[config.mk]
export PLATFORM = sky130hd
export DESIGN_NAME = mac_cs_accumulator
export DESIGN_NICKNAME = d
export VERILOG_FILES = /design/src/rtl/mac_cs_accumulator.sv
export SDC_FILE = /design/constraint.sdc
export NUM_CORES = 1
export LEC_CHECK = 0
export ABC_AREA = 1
export CAP_MARGIN = 20
export CORE_MARGIN = 2
export CORE_UTILIZATION = 40
export DETAILED_ROUTE_END_ITERATION = 6
export HOLD_SLACK_MARGIN = 0.15
export SLEW_MARGIN = 5
export SYNTH_ARGS = -nofsm -noshare
export SYNTH_HDL_FRONTEND = slang
export SYNTH_SLANG_ARGS = --single-unit
[constraint.sdc]
create_clock -name clk -period 5.65 [get_ports clk]
set_input_delay 1.13 -clock clk [delete_from_list [all_inputs] [get_ports clk]]
set_output_delay 1.13 -clock clk [all_outputs]
set_load 0.05 [all_outputs]
[src/rtl/mac_cs_accumulator.sv]
// Carry-save accumulator for the MAC compressor tree output.
// Beats are accumulated redundantly, then resolved to binary one CHUNK slice per cycle.
module mac_cs_accumulator #(
    parameter int W     = 16,
    parameter int ACC_W = 32,
    parameter int CHUNK = 8
) (
    input  logic             clk,
    input  logic             rst_n,
    input  logic             in_valid,
    output logic             in_ready,
    input  logic [W-1:0]     in_sum,
    input  logic [W-1:0]     in_carry,
    input  logic             in_last,
    output logic             res_valid,
    input  logic             res_ready,
    output logic [ACC_W-1:0] result,
    output logic [15:0]      count
);
    // state   | meaning
    // ACCUM   | accepting beats into the carry-save accumulator
    // RESOLVE | chunked carry-propagate add, LSB slice first
    // HOLD    | result presented, waiting for res_ready
    localparam int N     = ACC_W / CHUNK;
    localparam int CNT_W = (N > 1) ? $clog2(N) : 1;

    typedef enum logic [1:0] {ACCUM, RESOLVE, HOLD} state_t;

    state_t             state_q, state_d;
    logic [ACC_W-1:0]   acc_s_q, acc_s_d;
    // Carry vector has implied weight 2^(i+1); its top bit would land at 2^ACC_W, so it is not stored.
    logic [ACC_W-2:0]   acc_c_q, acc_c_d;
    logic               cc_q, cc_d;
    logic [CNT_W-1:0]   rcnt_q, rcnt_d;
    logic [ACC_W-1:0]   result_q, result_d;
    logic [15:0]        count_q, count_d;
    logic               in_ready_q, in_ready_d;
    logic               res_valid_q, res_valid_d;

    logic [ACC_W-1:0]   op_s, op_c, acc_c_sh, s1, c1_sh, cs_sum;
    logic [ACC_W-2:0]   c1_lo, cs_carry;
    logic [CNT_W-1:0]   slice_idx;
    logic [31:0]        slice_base;
    logic [CHUNK-1:0]   slice_a, slice_b;
    logic [CHUNK:0]     slice_sum;
    logic               accept, handshake;

    // One row of 4:2 compressors: two chained full-adder layers, no ripple.
    assign op_s     = ACC_W'(in_sum);
    assign op_c     = ACC_W'(in_carry) << 1;
    assign acc_c_sh = {acc_c_q, 1'b0};
    assign s1       = acc_s_q ^ acc_c_sh ^ op_s;
    assign c1_lo    = (acc_s_q[ACC_W-2:0] & acc_c_sh[ACC_W-2:0])
                    | (acc_s_q[ACC_W-2:0] & op_s[ACC_W-2:0])
                    | (acc_c_sh[ACC_W-2:0] & op_s[ACC_W-2:0]);
    assign c1_sh    = {c1_lo, 1'b0};
    assign cs_sum   = s1 ^ op_c ^ c1_sh;
    assign cs_carry = (s1[ACC_W-2:0] & op_c[ACC_W-2:0])
                    | (s1[ACC_W-2:0] & c1_sh[ACC_W-2:0])
                    | (op_c[ACC_W-2:0] & c1_sh[ACC_W-2:0]);

    assign slice_idx  = CNT_W'(N - 1) - rcnt_q;
    assign slice_base = 32'(slice_idx) * 32'(CHUNK);
    assign slice_a    = acc_s_q[slice_base +: CHUNK];
    assign slice_b    = acc_c_sh[slice_base +: CHUNK];
    assign slice_sum  = {1'b0, slice_a} + {1'b0, slice_b} + {{CHUNK{1'b0}}, cc_q};

    assign accept    = in_valid & in_ready_q;
    assign handshake = res_valid_q & res_ready;

    always_comb begin
        state_d     = state_q;
        acc_s_d     = acc_s_q;
        acc_c_d     = acc_c_q;
        cc_d        = cc_q;
        rcnt_d      = rcnt_q;
        result_d    = result_q;
        count_d     = count_q;
        in_ready_d  = in_ready_q;
        res_valid_d = res_valid_q;
        case (state_q)
            ACCUM: begin
                in_ready_d = 1'b1;
                if (accept) begin
                    acc_s_d = cs_sum;
                    acc_c_d = cs_carry;
                    count_d = (count_q == 16'hFFFF) ? count_q : count_q + 16'd1;
                    if (in_last) begin
                        state_d    = RESOLVE;
                        in_ready_d = 1'b0;
                        rcnt_d     = CNT_W'(N - 1);
                        cc_d       = 1'b0;
                    end
                end
            end
            RESOLVE: begin
                result_d[slice_base +: CHUNK] = slice_sum[CHUNK-1:0];
                cc_d = slice_sum[CHUNK];
                if (rcnt_q == '0) begin
                    state_d     = HOLD;
                    res_valid_d = 1'b1;
                end else begin
                    rcnt_d = rcnt_q - CNT_W'(1);
                end
            end
            HOLD: begin
                if (handshake) begin
                    state_d     = ACCUM;
                    acc_s_d     = '0;
                    acc_c_d     = '0;
                    cc_d        = 1'b0;
                    count_d     = '0;
                    res_valid_d = 1'b0;
                    in_ready_d  = 1'b1;
                end
            end
            default: state_d = ACCUM;
        endcase
    end

    always_ff @(posedge clk) begin
        if (!rst_n) begin
            state_q     <= ACCUM;
            acc_s_q     <= '0;
            acc_c_q     <= '0;
            cc_q        <= 1'b0;
            rcnt_q      <= '0;
            result_q    <= '0;
            count_q     <= '0;
            in_ready_q  <= 1'b0;
            res_valid_q <= 1'b0;
        end else begin
            state_q     <= state_d;
            acc_s_q     <= acc_s_d;
            acc_c_q     <= acc_c_d;
            cc_q        <= cc_d;
            rcnt_q      <= rcnt_d;
            result_q    <= result_d;
            count_q     <= count_d;
            in_ready_q  <= in_ready_d;
            res_valid_q <= res_valid_d;
        end
    end

    assign in_ready  = in_ready_q;
    assign res_valid = res_valid_q;
    assign result    = result_q;
    assign count     = count_q;
endmodule

==> results.yml <==
yosys:
  synth.most_common_cell: "sky130_fd_sc_hd__nand2_1"
  synth_top_cells_by_count: "sky130_fd_sc_hd__nand2_1, sky130_fd_sc_hd__dfxtp_1, sky130_fd_sc_hd__a21oi_1, sky130_fd_sc_hd__nor2_1, sky130_fd_sc_hd__ha_1"
  synth_top_cell_area_share_pct: 35.9
  main_combinational_cell_family_by_area_after_synthesis: "simple AND/OR/NAND/NOR gates"
  post_synth_simple_gate_area_pct: 24.6
  ys_seq_elements: 117
  yosysSeqAreaShare_pct: 35.9
  mappedNetlistNets: 944
  muxShareOfSynthArea_pct: 0
  synthXorXnorAreaFrac_pct: 1.34
  ys_warn_count: 0
  synth_cell_types: 39
  yosys.area.top_type: "sky130_fd_sc_hd__dfxtp_1"
  flip_flop_cell_with_the_highest_count_after_synthesis: "sky130_fd_sc_hd__dfxtp_1"
  synth.cell_area_sq_um: 6520
  synth.top_cells.by_area: "sky130_fd_sc_hd__dfxtp_1, sky130_fd_sc_hd__nand2_1, sky130_fd_sc_hd__fa_1, sky130_fd_sc_hd__ha_1, sky130_fd_sc_hd__a21oi_1"
  synth_cells: 830
  postSynthAreaPerCell_sq_um: 7.86
  ys_async_sr_fraction_pct: 0
  synth_edf_count: 0
  post_synth_fa_ha_maj_area_fraction_pct: 18.5
  synth_compound_area_share_pct: 14.1
critical_path:
  required_ps: 5990
  worstSetupEndpointType: "flop"
  crit_fanout: 41
  timing_worst_setup_path_type: "flop to flop"
  worstSetupStartpointType: "flop"
  critPathArrivalTime_ps: 3800
global_route:
  grt-ovfl-total: 0
  grt_max_degree: 63
  wire_length_of_the_first_global_routing_pass_um: 28000
  grt_antenna_before_repair: 0
  vias_in_the_first_global_route: 5375
  global_route.usage.met3_pct: 4.78
  gr-max-usage-layer: "met2"
  grt_use_met1_pct: 28.0
  grtUsageTotal_pct: 20.1
  globalRouteMet2Util_pct: 31.3
sta:
  final_tns_setup_ps: 0
  max_slew_margin_pct: 37.9
  period_minus_ws_final_ps: 3460
  final_hold_viol_count: 0
  setup-violations-final: 0
  grt_setup_unrepaired: "false"
  timing.final.ws_setup_ps: 2190
  worst-slew-pin-transition_ps: 932
  slew_violations: 0
  achievable-frequency_ghz: 0.289
  timing.final.crit_share_pct: 61.3
  timing.clock.skew_ps: 9.44
outcome:
  outcome: "finished clean"
clock_network:
  post_cts.repair.setup_buffers: 0
  cts_tree: "yes"
  postCtsResizedCells: 0
  cts-buffers-inserted: 17
  clk_latency_ps: 420
  cts-htree-levels: 4
  cts_clk_pin_slew_worst_paths_ps: 60
  cts_buffer_depth: 2
  cts_root_buf: "sky130_fd_sc_hd__clkbuf_16"
  cts-hold-fix-buffers: 0
  clkSinkCount: 117
detailed_routing:
  detailedRoute.firstIterationViolations: 538
  drt-wirelength-per-cell_um: 15.1
  detail_route.vias_per_cell: 5.09
  routed_wl_um: 17000
  dr.pass1.iters: 5
  drt_drc_violations_left: 0
  via_count: 5760
  postRouteAntennaNets: 0
final_layout:
  post-route-cell-area_sq_um: 8140
  layout.cells.non_filler: 1131
  final_nets: 1016
  multi_input_area_sq_um: 3820
  seqCellArea_sq_um: 2340
  post_route_cells_drive_above_1_share_pct: 6.45
  n_fill_cell: 1581
  syn2layout_area_growth_pct: 24.8
  antennaDiodeCount: 0
power:
  power_density_nw_per_um2: 424
  vdd_drop_max_mv: 0.282
  switching_power_uw: 1400
  p_total_uw: 3450
  power.share.switching_pct: 40.5
  internal_power_uw: 2050
  leakage_uw: 0.00326
  p_comb_share_pct: 39.1
  clockPowerShare_pct: 32.0
  share_seq_of_total_power_pct: 28.9
place:
  total_instance_count_after_detailed_placement: 1099
  io_buffer_count: 86
  dpl_worst_slack_ps: 2310
  routabilityCongestion: 0.867
  hpwlAfterDp_um: 12000
  placed_cell_area_sq_um: 7530
die:
  die_h_um: 132
  core_area_sq_um: 15900
  num_io_pins: 87
  initial_core_util_pct: 41.1
  die_x_um: 132
  placementRows: 46
  die_area_sq_um: 17300
job:
  timing.max_cap.violations: 0
worst_hold_path:
  timing.hold.worst.class: "flop to flop"
==> placed cells by master, fill, tap and decap left out, types with 3 or more instances in the layout <==
cell type,count
sky130_fd_sc_hd__buf_4,3
sky130_fd_sc_hd__clkdlybuf4s50_1,86
sky130_fd_sc_hd__clkinvlp_4,5
sky130_fd_sc_hd__nand4_1,15
sky130_fd_sc_hd__inv_1,43
sky130_fd_sc_hd__clkinv_2,4
sky130_fd_sc_hd__o21ai_0,43
sky130_fd_sc_hd__nor2_1,82
sky130_fd_sc_hd__nor3_1,3
sky130_fd_sc_hd__a21oi_1,108
sky130_fd_sc_hd__nand2_4,4
sky130_fd_sc_hd__fa_1,32
sky130_fd_sc_hd__nand2_1,208
sky130_fd_sc_hd__o22ai_1,14
sky130_fd_sc_hd__bufinv_16,3
sky130_fd_sc_hd__clkbuf_16,17
sky130_fd_sc_hd__or2_2,5
sky130_fd_sc_hd__dfxtp_1,117
sky130_fd_sc_hd__a22oi_1,4
sky130_fd_sc_hd__xor2_1,8
sky130_fd_sc_hd__ha_1,45
sky130_fd_sc_hd__nand3_1,37
==> layout make-up <==
| type | instances | area share [%] |
|---|---|---|
| Multi-Input combinational cell | 628 | 46.9 |
| Timing Repair Buffer | 90 | 11.2 |
| Tap cell | 216 | 3.32 |
| Clock inverter | 13 | 1.92 |
| Inverter | 48 | 2.31 |
| Clock buffer | 19 | 5.56 |
| Sequential cell | 117 | 28.8 |
==> state kept, by name (all words and copies together), names as in the netlist <==
| register | flops |
|---|---|
| acc_c_q | 30 |
| cc_q | 1 |
| rcnt_q | 2 |
| acc_s_q | 32 |
| in_ready | 1 |
| res_valid | 1 |
| count | 16 |
| result | 32 |
| state_q | 2 |
==> metal layers <==
metal,share of wire (%),up-vias
li1,-,2908
met1,47,2682
met2,47,149
met3,5.0,21
met4,1.5,0
met5,0,-
==> stage by stage <==
step           hold slack [ps]  util [%]
2_1_floorplan              453         -
3_3_place_gp               454      47.2
3_5_place_dp               457      47.4
4_1_cts                    466      51.2
5_1_grt                    485      51.2
6_report                   462      51.2
==> worst max-delay path: stages (launching register included) <==
cell,delay [ps]
sky130_fd_sc_hd__dfxtp_1,310
sky130_fd_sc_hd__buf_4,340
sky130_fd_sc_hd__inv_1,350
sky130_fd_sc_hd__buf_16,270
sky130_fd_sc_hd__o21ai_0,180
sky130_fd_sc_hd__o22ai_1,110
sky130_fd_sc_hd__fa_1,440
sky130_fd_sc_hd__fa_1,410
sky130_fd_sc_hd__nand2_1,70
sky130_fd_sc_hd__nand2_1,70
sky130_fd_sc_hd__and2_1,160
sky130_fd_sc_hd__xor2_1,310
sky130_fd_sc_hd__nand4_1,160
sky130_fd_sc_hd__a21oi_1,160
==> cells by family (layout without fill, tap and decap cells) <==
logic type / count (synthesis) / after routing
xor+xnor: 10 / 10
simple gates: 367 / 367
buf+inv: 85 / 170
compound gates: 174 / 174
fa+ha+maj: 77 / 77
flops: 117 / 117
==> final timing paths <==
check,from,endpoint,slack [ps],cells past startpoint
max,rcnt_q[0],result[28],2190,13
min,result[5],result[5],460,2
max reg2reg,rcnt_q[0],result[28],2190,13
min reg2reg,result[5],result[5],460,2
==> power by group through the flow <==
stage,sequential [uW],clock (uW),combinational [uW]
2_1_floorplan,1030,0,951
3_3_place_gp,1010,0,1300
3_5_place_dp,1010,0,1330
4_1_cts,997,1120,1350
5_1_grt,1010,1160,1530
6_report,996,1110,1350
No activity file was read; power rests on OpenSTA's default activity.
